`config.mk`:
```
export PLATFORM = sky130hd
export DESIGN_NAME = arrow_lane_scheduler
export DESIGN_NICKNAME = d
export VERILOG_FILES = /design/src/rtl/hdr_pkg.sv /design/src/rtl/hdr_lfsr8.sv /design/src/rtl/arrow_lane_scheduler.sv
export SDC_FILE = /design/constraint.sdc
export NUM_CORES = 1
export LEC_CHECK = 0
export ABC_AREA = 1
export BUFFER_PORTS_ARGS = -buffer_cell sky130_fd_sc_hd__buf_4
export CAP_MARGIN = 40
export CORE_ASPECT_RATIO = 1.25
export CORE_UTILIZATION = 58
export CTS_CLUSTER_DIAMETER = 150
export DETAILED_ROUTE_END_ITERATION = 8
export PLACE_DENSITY_LB_ADDON = 0.08
export SLEW_MARGIN = 20
export SYNTH_ARGS = -nofsm -noshare
export SYNTH_HDL_FRONTEND = slang
export SYNTH_HIERARCHICAL = 1
export SYNTH_SLANG_ARGS = --single-unit
```
`constraint.sdc`:
```
create_clock -name clk -period 8.7 [get_ports clk]
set_clock_uncertainty 0.05 [all_clocks]
set_input_delay 0.435 -clock clk [delete_from_list [all_inputs] [get_ports clk]]
set_output_delay 0.435 -clock clk [all_outputs]
set_load 0.03 [all_outputs]
```
`src/rtl/hdr_pkg.sv`:
```
// rtl/hdr_pkg.sv - Shared state encoding, screen geometry and lane y limits for the arrow lane scheduler
package hdr_pkg;

    typedef enum logic [1:0] {
        IDLE     = 2'd0,
        PLAY     = 2'd1,
        GAMEOVER = 2'd2
    } sched_state_t;

    localparam int SCREEN_W = 640;
    localparam int SCREEN_H = 480;
    // Width of one lane_y field: enough to hold any screen coordinate.
    localparam int Y_W = $clog2((SCREEN_W > SCREEN_H) ? SCREEN_W : SCREEN_H);

    localparam int HIT_LO = 400;
    localparam int HIT_HI = 440;
    localparam int MISS_Y = 460;

    function automatic logic [2:0] popcount4(input logic [3:0] v);
        return 3'(v[0]) + 3'(v[1]) + 3'(v[2]) + 3'(v[3]);
    endfunction

endpackage

```
`src/rtl/hdr_lfsr8.sv`:
```
// rtl/hdr_lfsr8.sv - Free-running 8-bit Fibonacci LFSR (taps 8,6,5,4) with a reset seed
module hdr_lfsr8 #(
    parameter logic [7:0] SEED = 8'hA5
) (
    input  logic       clk,
    input  logic       rst,
    output logic [7:0] q
);

    always_ff @(posedge clk) begin
        if (rst) begin
            q <= SEED;
        end else begin
            q <= {q[6:0], q[7] ^ q[5] ^ q[4] ^ q[3]};
        end
    end

endmodule

```
`src/rtl/arrow_lane_scheduler.sv`:
```
// rtl/arrow_lane_scheduler.sv - Four-lane arrow spawn, press judgement, scoring and game flow
// Define SCHED_DIFFICULTY_RAMP_EN to shorten the spawn interval by 2 frames every 16 hits.
module arrow_lane_scheduler #(
    parameter int         NLANES           = 4,
    parameter int         SPAWN_FRAMES     = 40,
    parameter int         MIN_SPAWN_FRAMES = 12,
    parameter int         HIT_LO           = hdr_pkg::HIT_LO,
    parameter int         HIT_HI           = hdr_pkg::HIT_HI,
    parameter int         MISS_Y           = hdr_pkg::MISS_Y,
    parameter int         MAX_MISS         = 8,
    parameter logic [7:0] LFSR_SEED        = 8'hA5
) (
    input  logic                          clk,
    input  logic                          rst,
    input  logic                          frame_tick,
    input  logic                          start,
    input  logic [NLANES-1:0]             btn,
    input  logic [NLANES*hdr_pkg::Y_W-1:0] lane_y,
    output logic [NLANES-1:0]             spawn,
    output logic [2*NLANES-1:0]           lane_speed,
    output logic [NLANES-1:0]             visible,
    output logic [15:0]                   score,
    output logic [7:0]                    combo,
    output logic [3:0]                    misses,
    output logic [1:0]                    state
);
    import hdr_pkg::*;

    sched_state_t      cur, nxt;
    logic [7:0]        lfsr;
    logic [7:0]        cnt;
    logic [7:0]        reload;
    logic [NLANES-1:0] btn_q, press, hit, wrong, miss, spawn_set;
    logic [2:0]        hit_n, miss_n;
    logic [16:0]       score_sum;
    logic [8:0]        combo_sum;
    logic [4:0]        miss_sum;
    logic              spawn_try;
    logic              unused_lfsr;

    hdr_lfsr8 #(.SEED(LFSR_SEED)) u_lfsr (.clk(clk), .rst(rst), .q(lfsr));
    assign unused_lfsr = ^lfsr[7:4];

    // Hit takes priority over miss on the same lane, so miss is masked by hit.
    for (genvar i = 0; i < NLANES; i++) begin : g_lane
        logic [Y_W-1:0] y;
        logic           in_win;
        assign y        = lane_y[i*Y_W +: Y_W];
        assign in_win   = (y >= Y_W'(HIT_LO)) && (y <= Y_W'(HIT_HI));
        assign hit[i]   = press[i] & visible[i] & in_win;
        assign wrong[i] = press[i] & ~(visible[i] & in_win);
        assign miss[i]  = frame_tick & visible[i] & (y >= Y_W'(MISS_Y)) & ~hit[i];
    end

    assign hit_n     = popcount4(hit);
    assign miss_n    = popcount4(miss);
    assign score_sum = {1'b0, score} + 17'(hit_n);
    assign combo_sum = {1'b0, combo} + 9'(hit_n);
    assign miss_sum  = {1'b0, misses} + 5'(miss_n);
    assign spawn_try = (cur == PLAY) && frame_tick && (cnt == 8'd1);
    assign state     = cur;

    // A press on the chosen lane in the same cycle is judged and the spawn is dropped.
    always_comb begin
        spawn_set = '0;
        if (spawn_try && !visible[lfsr[1:0]] && !press[lfsr[1:0]]) begin
            spawn_set[lfsr[1:0]] = 1'b1;
        end
    end

    always_comb begin
        nxt = cur;
        case (cur)
            IDLE, GAMEOVER: if (start) nxt = PLAY;
            PLAY:           if (misses >= 4'(MAX_MISS)) nxt = GAMEOVER;
            default:        nxt = IDLE;
        endcase
    end

    always_ff @(posedge clk) begin
        if (rst) begin
            cur <= IDLE;
        end else begin
            cur <= nxt;
        end
    end

    always_ff @(posedge clk) begin
        if (rst) begin
            btn_q      <= '0;
            press      <= '0;
            spawn      <= '0;
            visible    <= '0;
            lane_speed <= '0;
            score      <= '0;
            combo      <= '0;
            misses     <= '0;
            cnt        <= 8'(SPAWN_FRAMES);
        end else begin
            btn_q <= btn;
            press <= btn & ~btn_q;
            spawn <= '0;
            if (cur != PLAY) begin
                visible <= '0;
                if (nxt == PLAY) begin
                    score  <= '0;
                    combo  <= '0;
                    misses <= '0;
                    cnt    <= 8'(SPAWN_FRAMES);
                end
            end else if (nxt != PLAY) begin
                visible <= '0;
            end else begin
                if (frame_tick) begin
                    cnt <= (cnt == 8'd1) ? reload : cnt - 8'd1;
                end
                visible <= (visible & ~hit & ~miss) | spawn_set;
                spawn   <= hit | spawn_set;
                if (|spawn_set) begin
                    lane_speed[{lfsr[1:0], 1'b0} +: 2] <= lfsr[3:2];
                end
                score  <= score_sum[16] ? 16'hFFFF : score_sum[15:0];
                combo  <= (|miss || |wrong) ? 8'h00 : (combo_sum[8] ? 8'hFF : combo_sum[7:0]);
                misses <= (miss_sum >= 5'(MAX_MISS)) ? 4'(MAX_MISS) : miss_sum[3:0];
            end
        end
    end

`ifdef SCHED_DIFFICULTY_RAMP_EN
    logic [3:0] ramp_cnt;
    logic [4:0] ramp_sum;

    assign ramp_sum = {1'b0, ramp_cnt} + 5'(hit_n);

    // Carry out of the 4-bit hit counter marks each 16th hit.
    always_ff @(posedge clk) begin
        if (rst || (cur != PLAY && nxt == PLAY)) begin
            ramp_cnt <= '0;
            reload   <= 8'(SPAWN_FRAMES);
        end else if (cur == PLAY && nxt == PLAY) begin
            ramp_cnt <= ramp_sum[3:0];
            if (ramp_sum[4]) begin
                reload <= (reload >= 8'(MIN_SPAWN_FRAMES + 2)) ? reload - 8'd2
                                                               : 8'(MIN_SPAWN_FRAMES);
            end
        end
    end
`else
    logic [7:0] unused_min_spawn;
    assign unused_min_spawn = 8'(MIN_SPAWN_FRAMES);
    assign reload           = 8'(SPAWN_FRAMES);
`endif

endmodule

```
# ---- Word level (Yosys, flattened, before mapping)
# Index checks and enable logic that the tools add are counted.
dict set report op_classes {
  n_mul 0
  shift 2
  magnitude_cmp 16
  mux 29
  n_bitwise 49
  n_eq_ne 8
  div 0
  addsub 11
  reduce_logical 22
}
# operator count
set ops {}
lappend ops {{$ge 10x9->1 const B} 8}
lappend ops {{$mux 8} 10}
lappend ops {{$mux 16} 4}
lappend ops {{$le 10x9->1 const B} 4}
lappend ops {{$and 1x1->1} 28}
lappend ops {{$mux 4} 5}
lappend ops {{$add 16x3->17} 1}
lappend ops {{$and 4x4->4} 3}
lappend ops {{$not 4->4} 3}
lappend ops {{$reduce_or 4->1} 3}
lappend ops {{$not 1->1} 10}
lappend ops {{$add 8x3->9} 1}
lappend ops {{$logic_and 1x1->1} 9}
lappend ops {{$bwmux 8} 1}
lappend ops {{$eq 8x1->1 const B} 1}
lappend ops {{$or 4x4->4} 2}
lappend ops {{$shift 2x5->8 const A} 1}
lappend ops {{$shiftx 2x5->8} 1}
lappend ops {{$sub 8x1->8 const B} 1}
lappend ops {{$add 2x1->3} 2}
lappend ops {{$add 3x1->3} 2}
lappend ops {{$ne 2x1->1 const B} 3}
lappend ops {{$reduce_and 3->1} 2}
lappend ops {{$add 4x3->5} 1}
lappend ops {{other kinds (22)} 31}
dict set report totals {
  latchBits 0
  mem_bits_ro 0
  ram_bits 0
  n_memories 0
  out_inout_bits 46
  register_bits 70
}

# ---- Longest topological paths before layout
dict set report depth {
  depth_word 13
  mapped_depth 22
}

# ---- Modules after synthesis
# Netlist, hierarchy kept.
# module seq_area_each_um2 cells_per_inst n_inst area_per_inst_um2
set modules_own_cells {}
lappend modules_own_cells {arrow_lane_scheduler 1241.2 542 1 3736.1}
lappend modules_own_cells {hdr_lfsr8 160.2 37 1 275.3}

# ---- Worst setup path after synthesis
# Ideal clock, no wire load.
dict set report synth_timing {
  kind {reg-to-reg}
  start {register visible[0]}
  end {register score[13]}
  stages_incl_launch_ff 19
  arrival_ns 3.269
  path_slack_ns 5.312
  required_time_ns 8.581
  synth_period_minus_slack_ns 3.388
  path_buffers 0
  setup_time_ns 0.069
  cell_sequence {dfxtp_1 nand2_1 nor3_1 nand3_1 inv_1 fa_1 ha_1 ha_1 inv_1 fa_1 inv_1 nand2_1 nand2_1 nand2_2 nor2_4 nand2_2 nor3_4 o21ai_1 o21ai_1}
}
dict set report synth_via {
  elab_chain_len 9
}
# item line
set synth_lines {}
lappend synth_lines {{from (decl)} arrow_lane_scheduler.sv:21} ;# output logic [NLANES-1:0] visible,
lappend synth_lines {{from (signal assigned)} arrow_lane_scheduler.sv:117} ;# visible <= (visible & ~hit & ~miss) | spawn_set;
lappend synth_lines {{$and 1x1->1 (2 in a row)} arrow_lane_scheduler.sv:50} ;# assign hit[i] = press[i] & visible[i] & in_win;
lappend synth_lines {{$add 1x1->2} hdr_pkg.sv:20} ;# return 3'(v[0]) + 3'(v[1]) + 3'(v[2]) + 3'(v[3]);
lappend synth_lines {{$add 2x1->3} hdr_pkg.sv:20}
lappend synth_lines {{$add 3x1->3} hdr_pkg.sv:20}
lappend synth_lines {{$add 16x3->17} arrow_lane_scheduler.sv:57} ;# assign score_sum = {1'b0, score} + 17'(hit_n);
lappend synth_lines {{$mux 16} arrow_lane_scheduler.sv:122} ;# score <= score_sum[16] ? 16'hFFFF : score_sum[15:0];
lappend synth_lines {{$mux 16} arrow_lane_scheduler.sv:111} ;# end else if (nxt != PLAY) begin
lappend synth_lines {{$mux 16} arrow_lane_scheduler.sv:103} ;# if (cur != PLAY) begin
lappend synth_lines {{to (signal assigned)} arrow_lane_scheduler.sv:122}
lappend synth_lines {{to (decl)} arrow_lane_scheduler.sv:22} ;# output logic [15:0] score,
# No other way between the ends. The select of a mux whose other input is x is not followed.
# A chain may end at the register's enable or synchronous reset.

# ---- Final worst setup path
# Ends and elaborated chain as after synthesis.

==> metrics.cfg <==
[global_route]
grt_pass1_wl_um=16100
track_usage=0.278
grt_max_degree=23
grt_antenna_before_repair=0
grt-ovfl-total=0
grt_pass1_vias=3847

[timing]
worst_slew_pin_slew_ns=0.644
grt_setup_unrepaired=false
fmaxAchievable_mhz=273
slew_headroom=0.569
min_period_ns=3.66
maxSlewViolCount=0
fin_hold_ws_ns=0.257
final-hold-violation-count=0
fin_tns_setup_ns=0
setup_viol=0
post-route-period-util=0.420

[logic_synthesis]
synth_top_family_by_area=simple AND/OR/NAND/NOR gates
syn_nets=651
yosys-top-cells-area=dfxtp_1 35%, nand2_1 13%, inv_1 8.1%, ha_1 5.9%, nor2_1 4.5%
yosysWarnings=6
ys_async_sr_fraction=0
synth_edf_count=0
synth_top_area_share=0.349
synth-seq-area-share=0.349
yosys.area.top_type=dfxtp_1
synth_mux_area_frac=0
synth.distinct_cells=37
synth_fa_ha_area_frac=0.0842
synth_xor_area_frac=0.0262
ys_seq_elements=70
syn_avg_cell_area_um2=6.93
syn_inst=579
syn_area_mm2=0.00401
synth_compound_area_frac=0.105
synthSimpleGateAreaFrac=0.326
synth_ff_type=dfxtp_1

[power]
finalPower_w=0.000652
leakage_nw=2.42
power_density_mw_per_mm2=132
worst_ir_drop_vdd_mv=0.0836

[floorplanning]
core_area_mm2=0.00661
die_h_um=95.0
dieArea_mm2=0.00726
die_w_um=76.4
rows=33
start_util=0.607
num_io_pins=94

[detailed_routing]
drt_iter0_markers=225
ant_nets=0
wl_met2_um=5080
vias_per_cell=5.23
routed_wl_um=9470
routed.top_layer=met4
m1WireLength_um=3850
drc_errors=0
wire_per_inst_um=12.3
route.met3.wl_um=325
firstDrtPassIters=5
via_count=4009

[finish]
diodes=0
num-fill-cells=533
area_growth_pct=23.4
final_area_mm2=0.00495
fin_nets=748
layout-drive-gt1-share=0.212

[clocking]
cts_buffers=9
clk_path_buf_depth=2
cts.clk_slew.worst_paths_ns=0.07
cts_resized=0
cts_tree=done
cts_max_level=3
cts_setup_buffers=0
cts.hold.buffers_added=0
cts-root-buf=clkbuf_8
numClockSinks=70
clk_latency_ns=0.35

[place]
io_buffer_count=93
dp_hpwl_um=7300
placed_area_mm2=0.00478
globalplace.congestion=0.838

[critical_path]
critPathLaunchType=flop
slowest_delay_ns=0.46
cp.required_ns=8.93
worst_r2r_path_depth=18
cp_data_arrival_time_ns=3.89
cp_num_cells=18
crit_path_cell_trace=nand2_1, nor3_1, nand3_1, inv_1, fa_1, ha_1, ha_1, inv_1, fa_1, inv_1, nand2_1, nand2_1, nand2_2, nor2_4, nand2_2, nor3_4, o21ai_1, o21ai_1
cp_slowest_cell=dfxtp_1
cp_num_buf_inv=3
worstSetupEndpointType=flop
worstSetupPathType=reg2reg
path_delay_family=adder cells
path_max_fanout=10

[outcome]
status=finished, final reports clean

[min_path]
hold_depth=3
hold_path_class=in2reg

[run]
maxCapViolations=0

==> cell type report <==
cell class / count / area [um2] / share of cell area
Multi-Input combinational cell: 398 / 2170 / 0.439
Clock inverter: 1 / 5.00 / 0.00101
Tap cell: 87 / 109 / 0.0220
Timing Repair Buffer: 95 / 717 / 0.145
Sequential cell: 70 / 1400 / 0.283
Inverter: 102 / 383 / 0.0774
Clock buffer: 14 / 163 / 0.0329
==> routing by layer <==
metal,vias to the layer above,GRT usage
met1,1847,0.284
met3,21,0.0551
met4,0,0.130
met5,-,0
li1,2049,-
met2,92,0.541
==> flip-flops by register name (all words and copies together), names as in the netlist <==
signal      flops
btn_q           4
cnt             8
combo           8
lane_speed      8
misses          4
press           4
score          16
spawn           4
state           2
u_lfsr/q        8
visible         4
==> power by group <==
part	total, W	internal, W	switching, W
logic	0.0000830	0.0000333	0.0000497
registers	0.000336	0.000328	0.00000817
clock network	0.000233	0.000118	0.000116
==> worst paths after layout <==
check	from	endpoint	slack [ns]
max	visible[0]$_SDFF_PP0_	score[13]$_SDFFE_PP0P_	5.04
min	btn[1]	btn_q[1]$_SDFF_PP0_	0.26
max reg2reg	visible[0]$_SDFF_PP0_	score[13]$_SDFFE_PP0P_	5.04
min reg2reg	btn_q[1]$_SDFF_PP0_	press[1]$_SDFF_PP0_	0.34
==> cell usage in the layout (no fill, tap or decap), drive strengths merged <==
master  synthesis  routed
a211oi          1       1
a21oi          21      21
a31oi           2       2
and3            3       3
buf             7      95
clkbuf          2      14
clkinv          0       1
dfxtp          70      70
fa              5       5
ha             19      19
inv           102     102
nand2         140     140
nand3          37      37
nand3b          2       2
nand4          22      22
nor2           57      57
nor3           20      20
nor4            2       2
o211ai          3       3
o21ai          40      40
o21bai          2       2
o311ai          1       1
o31ai           4       4
o32ai           2       2
or2             3       3
xnor2           1       1
xor2           11      11
==> Yosys cell counts, types with 2 or more instances <==
library cell    n
nand2_2         6
inv_2          15
nor3_2          2
o21bai_1        2
nor3_1         17
dfxtp_1        70
a31oi_1         2
fa_1            5
nand4_1        22
buf_6           2
nand3b_1        2
nand3_1        35
buf_2           5
nor2_2          7
xor2_1         11
clkbuf_1        2
o32ai_1         2
nand3_2         2
nand2_1       134
nor4_1          2
o31ai_1         4
and3_1          3
o211ai_1        3
a21oi_1        20
o21ai_0         7
nor2_4          2
or2_1           2
nor2_1         48
inv_1          87
o21ai_1        33
ha_1           19
==> metrics by stage <==
stage / setup slack (ns) / util / cells
after floorplan: 5.31 / - / 579
after global placement: 4.97 / 0.721 / 750
after detailed placement: 4.88 / 0.724 / 752
after CTS: 5.03 / 0.749 / 767
after global routing: 4.67 / 0.749 / 767
final: 5.04 / 0.749 / 767
==> tightest hold or removal path, cell delays in order <==
cell,delay [ns]
buf_4,0.08
inv_1,0.04
nor2_1,0.07
==> logic make-up (layout without fill, tap and decap cells) <==
| family | count (synthesis) | after routing |
|---|---|---|
| AOI/OAI and AO/OA | 76 | 76 |
| xor gates and xnor gates | 12 | 12 |
| adders and majority gates | 24 | 24 |
| buffers and inverters | 111 | 212 |
| DFF | 70 | 70 |
| and+or+nand+nor | 286 | 286 |
No activity file was read; power rests on OpenSTA's default activity.
